===== src/rtl/pipe_csa_adder.sv =====
// Pipelined segmented adder/subtractor. Each stage resolves one SEG-bit
// segment and registers the carry into the next segment. The operand bits
// that are still unresolved travel down the pipe alongside the partial sum.
// The whole pipe advances together under a single valid/ready handshake.
module pipe_csa_adder #(
  parameter int WIDTH = 32,
  parameter int SEG   = 8
) (
  input  logic             clk,
  input  logic             rst,
  input  logic             in_valid,
  output logic             in_ready,
  input  logic [WIDTH-1:0] a,
  input  logic [WIDTH-1:0] b,
  input  logic             c_in,
  input  logic             sub,
  output logic             out_valid,
  input  logic             out_ready,
  output logic [WIDTH-1:0] s,
  output logic             c_out,
  output logic             ovf
);

  localparam int STAGES = WIDTH / SEG;

  logic             adv_s;
  logic [WIDTH-1:0] bp_s;
  logic             cin_s;

  logic [WIDTH-1:0] s_q;
  logic             c_out_q;
  logic             ovf_q;
  logic             out_valid_q;

  // The pipe moves as a unit whenever the output slot is free or being drained.
  assign adv_s    = out_ready || !out_valid_q;
  assign in_ready = adv_s && !rst;

  // Subtraction is a + ~b + 1, so invert B and force the carry-in.
  assign bp_s  = sub ? ~b : b;
  assign cin_s = sub ? 1'b1 : c_in;

  assign s         = s_q;
  assign c_out     = c_out_q;
  assign ovf       = ovf_q;
  assign out_valid = out_valid_q;

  for (genvar k = 0; k < STAGES; k++) begin : g_stage
    // LO bits are already resolved on entry; REM operand bits remain.
    localparam int LO  = k * SEG;
    localparam int REM = WIDTH - LO;

    logic [REM-1:0]      a_in_s;
    logic [REM-1:0]      bp_in_s;
    logic                cin_in_s;
    logic                vin_s;
    logic [SEG:0]        seg_s;
    logic [LO+SEG-1:0]   res_s;

    if (k == 0) begin : g_src
      assign a_in_s   = a;
      assign bp_in_s  = bp_s;
      assign cin_in_s = cin_s;
      assign vin_s    = in_valid && in_ready;
      assign res_s    = seg_s[SEG-1:0];
    end else begin : g_src
      assign a_in_s   = g_stage[k-1].g_pipe.a_q;
      assign bp_in_s  = g_stage[k-1].g_pipe.bp_q;
      assign cin_in_s = g_stage[k-1].g_pipe.carry_q;
      assign vin_s    = g_stage[k-1].g_pipe.valid_q;
      assign res_s    = {seg_s[SEG-1:0], g_stage[k-1].g_pipe.res_q};
    end

    // Lowest unresolved segment plus the incoming carry; bit SEG is the carry out.
    assign seg_s = {1'b0, a_in_s[SEG-1:0]} + {1'b0, bp_in_s[SEG-1:0]}
                 + {{SEG{1'b0}}, cin_in_s};

    if (k < STAGES - 1) begin : g_pipe
      logic [REM-SEG-1:0] a_q;
      logic [REM-SEG-1:0] bp_q;
      logic [LO+SEG-1:0]  res_q;
      logic               carry_q;
      logic               valid_q;

      // Inter-stage register: partial sum, carry and the still-unresolved operand bits.
      always_ff @(posedge clk or posedge rst) begin
        if (rst) begin
          a_q     <= '0;
          bp_q    <= '0;
          res_q   <= '0;
          carry_q <= 1'b0;
          valid_q <= 1'b0;
        end else if (adv_s) begin
          a_q     <= a_in_s[REM-1:SEG];
          bp_q    <= bp_in_s[REM-1:SEG];
          res_q   <= res_s;
          carry_q <= seg_s[SEG];
          valid_q <= vin_s;
        end
      end
    end else begin : g_last
      // Output register: final sum, carry out of the MSB and signed overflow.
      always_ff @(posedge clk or posedge rst) begin
        if (rst) begin
          s_q         <= '0;
          c_out_q     <= 1'b0;
          ovf_q       <= 1'b0;
          out_valid_q <= 1'b0;
        end else if (adv_s) begin
          s_q         <= res_s;
          c_out_q     <= seg_s[SEG];
          ovf_q       <= (a_in_s[REM-1] == bp_in_s[REM-1]) &&
                         (seg_s[SEG-1] != a_in_s[REM-1]);
          out_valid_q <= vin_s;
        end
      end
    end
  end

endmodule


===== config.mk =====
export PLATFORM = sky130hd
export DESIGN_NAME = pipe_csa_adder
export DESIGN_NICKNAME = d
export VERILOG_FILES = /design/src/rtl/pipe_csa_adder.sv
export SDC_FILE = /design/constraint.sdc
export NUM_CORES = 1
export LEC_CHECK = 0
export BUFFER_PORTS_ARGS = -buffer_cell sky130_fd_sc_hd__buf_2
export CORE_ASPECT_RATIO = 0.8
export CORE_MARGIN = 2
export CORE_UTILIZATION = 40
export DETAILED_ROUTE_END_ITERATION = 12
export PLACE_DENSITY_LB_ADDON = 0.12
export SYNTH_ARGS = -nofsm -noshare
export SYNTH_HDL_FRONTEND = slang
export SYNTH_SLANG_ARGS = --single-unit

===== constraint.sdc =====
create_clock -name clk -period 8.9 [get_ports clk]
set_input_delay 1.78 -clock clk [delete_from_list [all_inputs] [get_ports clk]]
set_output_delay 1.78 -clock clk [all_outputs]
set_load 0.02 [all_outputs]

==> results of run 1 <==
flip-flops by register name, summed over array words and instances (netlist names):
| register | cells |
|---|---|
| g_stage.g_pipe.carry_q | 3 |
| out_valid | 1 |
| g_stage.g_pipe.res_q | 48 |
| c_out | 1 |
| s | 32 |
| g_stage.g_pipe.valid_q | 3 |
| g_stage.g_pipe.bp_q | 48 |
| ovf | 1 |
| g_stage.g_pipe.a_q | 48 |
logic make-up after synthesis:
family / count (synthesis) / synth area share [%]
simple gates: 474 / 21.8
buf+inv: 56 / 3.05
fa+ha+maj: 36 / 6.10
compound gates: 119 / 8.70
flops: 185 / 55.3
xor+xnor: 48 / 5.02
per-layer routing:
| layer | part of all wire, % | vias to the layer above | wire, um | GRT usage (%) |
|---|---|---|---|---|
| met3 | 4.1 | 12 | 684 | 3.77 |
| met1 | 54 | 2693 | 8990 | 24.2 |
| met5 | 0 | - | 0 | 0 |
| met2 | 41 | 97 | 6910 | 22.1 |
| li1 | - | 3098 | - | - |
| met4 | 0.91 | 0 | 153 | 4.49 |
how the worst max path moves through the flow:
stage,start,end,depth (start not counted)
4_1_cts,out_ready,in_ready,4
6_report,out_ready,in_ready,4
5_1_grt,out_ready,in_ready,4
3_5_place_dp,sub,g_stage[0].g_pipe.res_q[6],11
2_1_floorplan,rst,c_out,1
3_3_place_gp,sub,g_stage[0].g_pipe.res_q[6],11
worst max-delay path: cells and delay by family:
| kind | cells | cell delay [ns] |
|---|---|---|
| and+or+nand+nor | 2 | 0.21 |
| buffers and inverters | 2 | 0.27 |
stage by stage:
stage | hold WS, ns | util (%)
2_1_floorplan | 0.430 | -
3_3_place_gp | 0.443 | 44.1
3_5_place_dp | 0.451 | 44.1
4_1_cts | 0.466 | 47.0
5_1_grt | 0.483 | 47.0
6_report | 0.459 | 47.0
final cells by class:
class | instances | share of cell area [%]
Clock buffer | 20 | 4.72
Clock inverter | 12 | 1.46
Inverter | 10 | 0.465
Multi-Input combinational cell | 677 | 36.2
Sequential cell | 185 | 47.8
Tap cell | 269 | 3.48
Timing Repair Buffer | 109 | 5.87
cell usage in the layout, fill, tap and decap left out, types with 4 or more instances in the layout:
master | netlist | final
o31a_1 | 4 | 4
a21oi_1 | 18 | 18
o21ai_0 | 59 | 59
nor2_1 | 22 | 22
clkbuf_16 | 0 | 17
xnor2_1 | 30 | 30
o21a_1 | 7 | 7
fa_1 | 8 | 8
ha_1 | 28 | 28
clkinv_4 | 0 | 5
a211oi_1 | 9 | 9
nand2_1 | 436 | 436
dfrtp_1 | 185 | 185
inv_1 | 10 | 9
nand2b_1 | 5 | 4
a21o_1 | 6 | 6
buf_2 | 36 | 105
xor2_1 | 18 | 18
synth_stat cells, types with 2 or more instances:
| library cell | count |
|---|---|
| nand2_1 | 436 |
| dfrtp_1 | 185 |
| o21ai_0 | 59 |
| buf_2 | 36 |
| xnor2_1 | 30 |
| ha_1 | 28 |
| nor2_1 | 22 |
| a21oi_1 | 18 |
| xor2_1 | 18 |
| clkbuf_1 | 10 |
| inv_1 | 10 |
| a211oi_1 | 9 |
| fa_1 | 8 |
| o21a_1 | 7 |
| a21o_1 | 6 |
| nand2b_1 | 5 |
| o31a_1 | 4 |
| nor3_1 | 3 |
| o211ai_1 | 3 |
| o31ai_1 | 3 |
| a31oi_1 | 2 |
| nor3b_1 | 2 |
| o31ai_2 | 2 |
power groups by stage:
| stage | clock (mW) | sequential, mW | combinational (mW) |
|---|---|---|---|
| after global routing | 0.822 | 1.48 | 1.45 |
| after global placement | 0 | 1.44 | 1.27 |
| final | 0.763 | 1.43 | 1.27 |
| after CTS | 0.787 | 1.43 | 1.29 |
| after floorplan | 0 | 1.48 | 0.895 |
| after detailed placement | 0 | 1.44 | 1.29 |
==> flow_summary.toml, run 1 <==
[floorplanning]
fp-row-count = 47
dieWidth_um = 166
die_area_mm2 = 0.0221
fp.coreArea_mm2 = 0.0206
initial_utilization_pct = 40.7
ioPinCount = 106
die_h_um = 133

[sta]
max_slew.worst_pin.slew_ns = 0.979
max_freq_mhz = 247
final-hold-violation-count = 0
fin_skew_ns = 0.00974
setup_viol = 0
timing.slew.headroom_pct = 34.7
setup_tns_ns = 0
fin_crit_sh_pct = 45.5
rsz0062_at_grt = "no"
setup_ws_ns = 4.85
slew_violations = 0
period_minus_slack_ns = 4.05

[setup_path]
cp_slowest_stage_delay_ns = 0.16
worst_setup_path_end_kind = "output port"
startpoint_type = "input port"
cp_slowest_cell = "nor2b_4"
crit_chain = "buf_2 > nor2b_4 > nor2_1 > buf_2"
cpMostUsedCell = "buf_2"
worstSetupPathType = "in -> out"
r2r_end = "s[28]"
r2r_slack_ns = 6.54
rr_worst_depth = 7
critPathArrivalTime_ns = 2.27
worstPathRequired_ns = 7.12
cp_max_fo = 2
r2r-start = "g_stage[2].g_pipe.a_q[0]"

[cells_and_area]
multi_input_area_mm2 = 0.00350
area_growth_pct = 15.6
diodes = 0
instances_no_fill = 1282
drive_gt1_share_pct = 14.8
nNetsFinal = 1106
fillers = 2108
regArea_mm2 = 0.00463
design_area_mm2 = 0.00968

[power]
power_frac_seq_pct = 41.3
p_leak_nw = 4.89
power_switching_share_pct = 37.9
power_density_mw_per_mm2 = 357
combPwrFrac_pct = 36.6
vdd_drop_max_uv = 158
clkPwrFrac_pct = 22.1
totalPowerFinal_mw = 3.45
p_switching_mw = 1.31
internal_power_mw = 2.14

[yosys]
synth_area_leader_cell = "dfrtp_1"
yosysSeqAreaShare_pct = 55.3
synth_area_leaders = "dfrtp_1 55%, nand2_1 20%, ha_1 4.2%, o21ai_0 3.5%, xnor2_1 3.1%"
avgSynthCellArea_um2 = 9.12
async_reset_ff_share_pct = 100
synth.cell_area_mm2 = 0.00837
yosys_register_bits = 185
ys_warn_count = 0
synth.distinct_cells = 35
syn_nets = 1024
synth_top_area_share_pct = 55.3
synth_flop_cell = "dfrtp_1"
synthCells = 918
synth_edf_count = 0

[cts]
post_cts_buffers = 0
clock-root-buffer = "clkbuf_16"
cts_buffers = 17
cts_resized = 0
postCtsHoldBufs = 0
clock_sinks = 185
cts_buffer_depth = 2
path_clk_slew_ns = 0.06
cts_tree = "yes"
htree_levels = 4
clkLatencyLatePin_ns = 0.43

[placed_design]
io_buffers = 105
numPlacedInstances = 1250
place_ws_ns = 4.61
place_area_mm2 = 0.00908
routabilityCongestion = 0.785
dp_hpwl_um = 10500

[global_route]
grt_pass1_wl_um = 28300
grt_pass1_vias = 5659
grt_use_total_pct = 15.8
grt_max_degree = 223
gr-total-overflow = 0
antenna_found_initial = 0

[drt]
final_antenna_net_count = 0
wl_per_cell_um = 13.1
first_pass_iters = 4
drc = 0
routed_wl_um = 16700
first_iter_violations = 455
vias = 5900
vias_per_cell = 4.60

[hold_path]
holdCritStartpoint = "s[1]"
min_path_type = "reg -> reg"
holdPathEnd = "s[1]"
whs_path_depth = 2

[status]
outcome = "finished clean"

[flow_run]
cap_violations = 0
Note: power is estimated with default switching activity, not from simulation.
==> inputs of run 2 (changes only) <==
clock period = 4.23 ns   (was 8.9 ns; I/O delays follow)
==> flow_summary.toml, run 2 (synthesis gave the netlist of run 1 again) <==
[placed_design]
routabilityCongestion = 0.767
io_buffers = 105
dp_hpwl_um = 11000
numPlacedInstances = 1255

[sta]
max_slew.worst_pin.slew_ns = 0.915
slew_violations = 0
final-hold-violation-count = 0
timing.slew.headroom_pct = 39.0
fin_skew_ns = 0.0105
setup_viol = 0
max_freq_mhz = 376
period_minus_slack_ns = 2.66
setup_tns_ns = 0
fin_crit_sh_pct = 62.8
rsz0062_at_grt = "no"

[floorplanning]
die_h_um = 133
fp.coreArea_mm2 = 0.0206
initial_utilization_pct = 40.7
dieWidth_um = 166
fp-row-count = 47
die_area_mm2 = 0.0221
ioPinCount = 106

[cts]
clkLatencyLatePin_ns = 0.43
path_clk_slew_ns = 0.07
cts_buffers = 17
cts_tree = "yes"
htree_levels = 4
clock_sinks = 185
postCtsHoldBufs = 0
post_cts_buffers = 0
cts_buffer_depth = 2
clock-root-buffer = "clkbuf_16"
cts_resized = 0

[setup_path]
startpoint_type = "input port"
worstSetupPathType = "in -> reg"
worstPathRequired_ns = 4.60
cp_max_fo = 6
rr_worst_depth = 7
worst_setup_path_end_kind = "register"
critPathArrivalTime_ns = 3.02

[drt]
drc = 0
final_antenna_net_count = 0
vias_per_cell = 4.60
first_pass_iters = 4
first_iter_violations = 452
routed_wl_um = 17000
wl_per_cell_um = 13.2
vias = 5923

[global_route]
grt_use_total_pct = 16.4
antenna_found_initial = 0
grt_pass1_vias = 5830
gr-total-overflow = 0
grt_pass1_wl_um = 29500
grt_max_degree = 203

[cells_and_area]
top_regs = "g_stage.g_pipe.a_q x48, g_stage.g_pipe.bp_q x48, g_stage.g_pipe.res_q x48"
final_cell_mix = "436 x nand2_1, 185 x dfrtp_1, 105 x buf_2, 59 x o21ai_0, 30 x xnor2_1"
instances_no_fill = 1287
nNetsFinal = 1111
drive_gt1_share_pct = 15.2
area_growth_pct = 16.6
fin_util_pct = 47.4
diodes = 0
final_common_cell = "nand2_1"

[hold_path]
whs_path_depth = 2
min_path_type = "reg -> reg"

[flow_run]
cap_violations = 0

[power]
vdd_drop_max_uv = 485
p_leak_nw = 4.93
power_density_mw_per_mm2 = 756
totalPowerFinal_mw = 7.38

[status]
outcome = "finished clean"
-- run 2: cell types whose count changed in the layout (fill, tap and decap cells not counted), sizes merged --
| cell | change |
|---|---|
| clkinv | -2 |
| inv | +1 |
| clkbuf | -1 |
| buf | +5 |
| bufinv | +2 |
-- run 2: per-layer routing --
metal | vias to the layer above | part of all wire (%) | GRT usage (%)
li1 | 3106 | - | -
met1 | 2717 | 54 | 25.1
met2 | 92 | 42 | 23.3
met3 | 8 | 4.1 | 4.40
met4 | 0 | 0.71 | 3.62
met5 | - | 0 | 0
-- run 2: where the power goes --
group / switching, mW / internal, mW
clock network: 0.704 / 1.02
registers: 0.431 / 2.54
logic: 1.62 / 1.07
total: 2.75 / 4.63
-- run 2: path summary, 6_finish.rpt --
check | slack, ns | end | start
max in group asynchronous | 2.80 | s[29] | rst
setup reg to reg | 1.88 | g_stage[1].g_pipe.carry_q | g_stage[0].g_pipe.a_q[0]
min in group asynchronous | 0.48 | out_valid | rst
hold reg to reg | 0.46 | s[4] | s[4]
setup / recovery | 1.57 | g_stage[0].g_pipe.res_q[6] | sub
hold / removal | 0.46 | s[4] | s[4]
-- run 2: layout make-up --
type / count / area [um^2]
tap: 269 / 337
multi-input combinational: 677 / 3500
sequential: 185 / 4630
fill: 2101 / 10800
inverter: 10 / 41.3
clock buffer: 19 / 443
timing repair buffer: 114 / 618
clock inverter: 13 / 190
-- run 2: worst max-delay path, stage by stage --
cell,delay [ns]
buf_2,0.17
or2_2,0.32
fa_1,0.43
inv_1,0.09
fa_1,0.24
nor2b_4,0.05
o31a_1,0.27
o31a_1,0.27
a211oi_1,0.22
a21o_1,0.11
-- run 2: metrics by stage --
step                      area (um^2)  hold WS [ns]  setup slack [ns]
after CTS                        9760         0.464              1.59
after global routing             9760         0.490              1.50
after floorplan                  8370         0.430             0.425
after detailed placement         9130         0.448              1.13
after global placement           9130         0.442              1.15
final                            9760         0.458              1.57
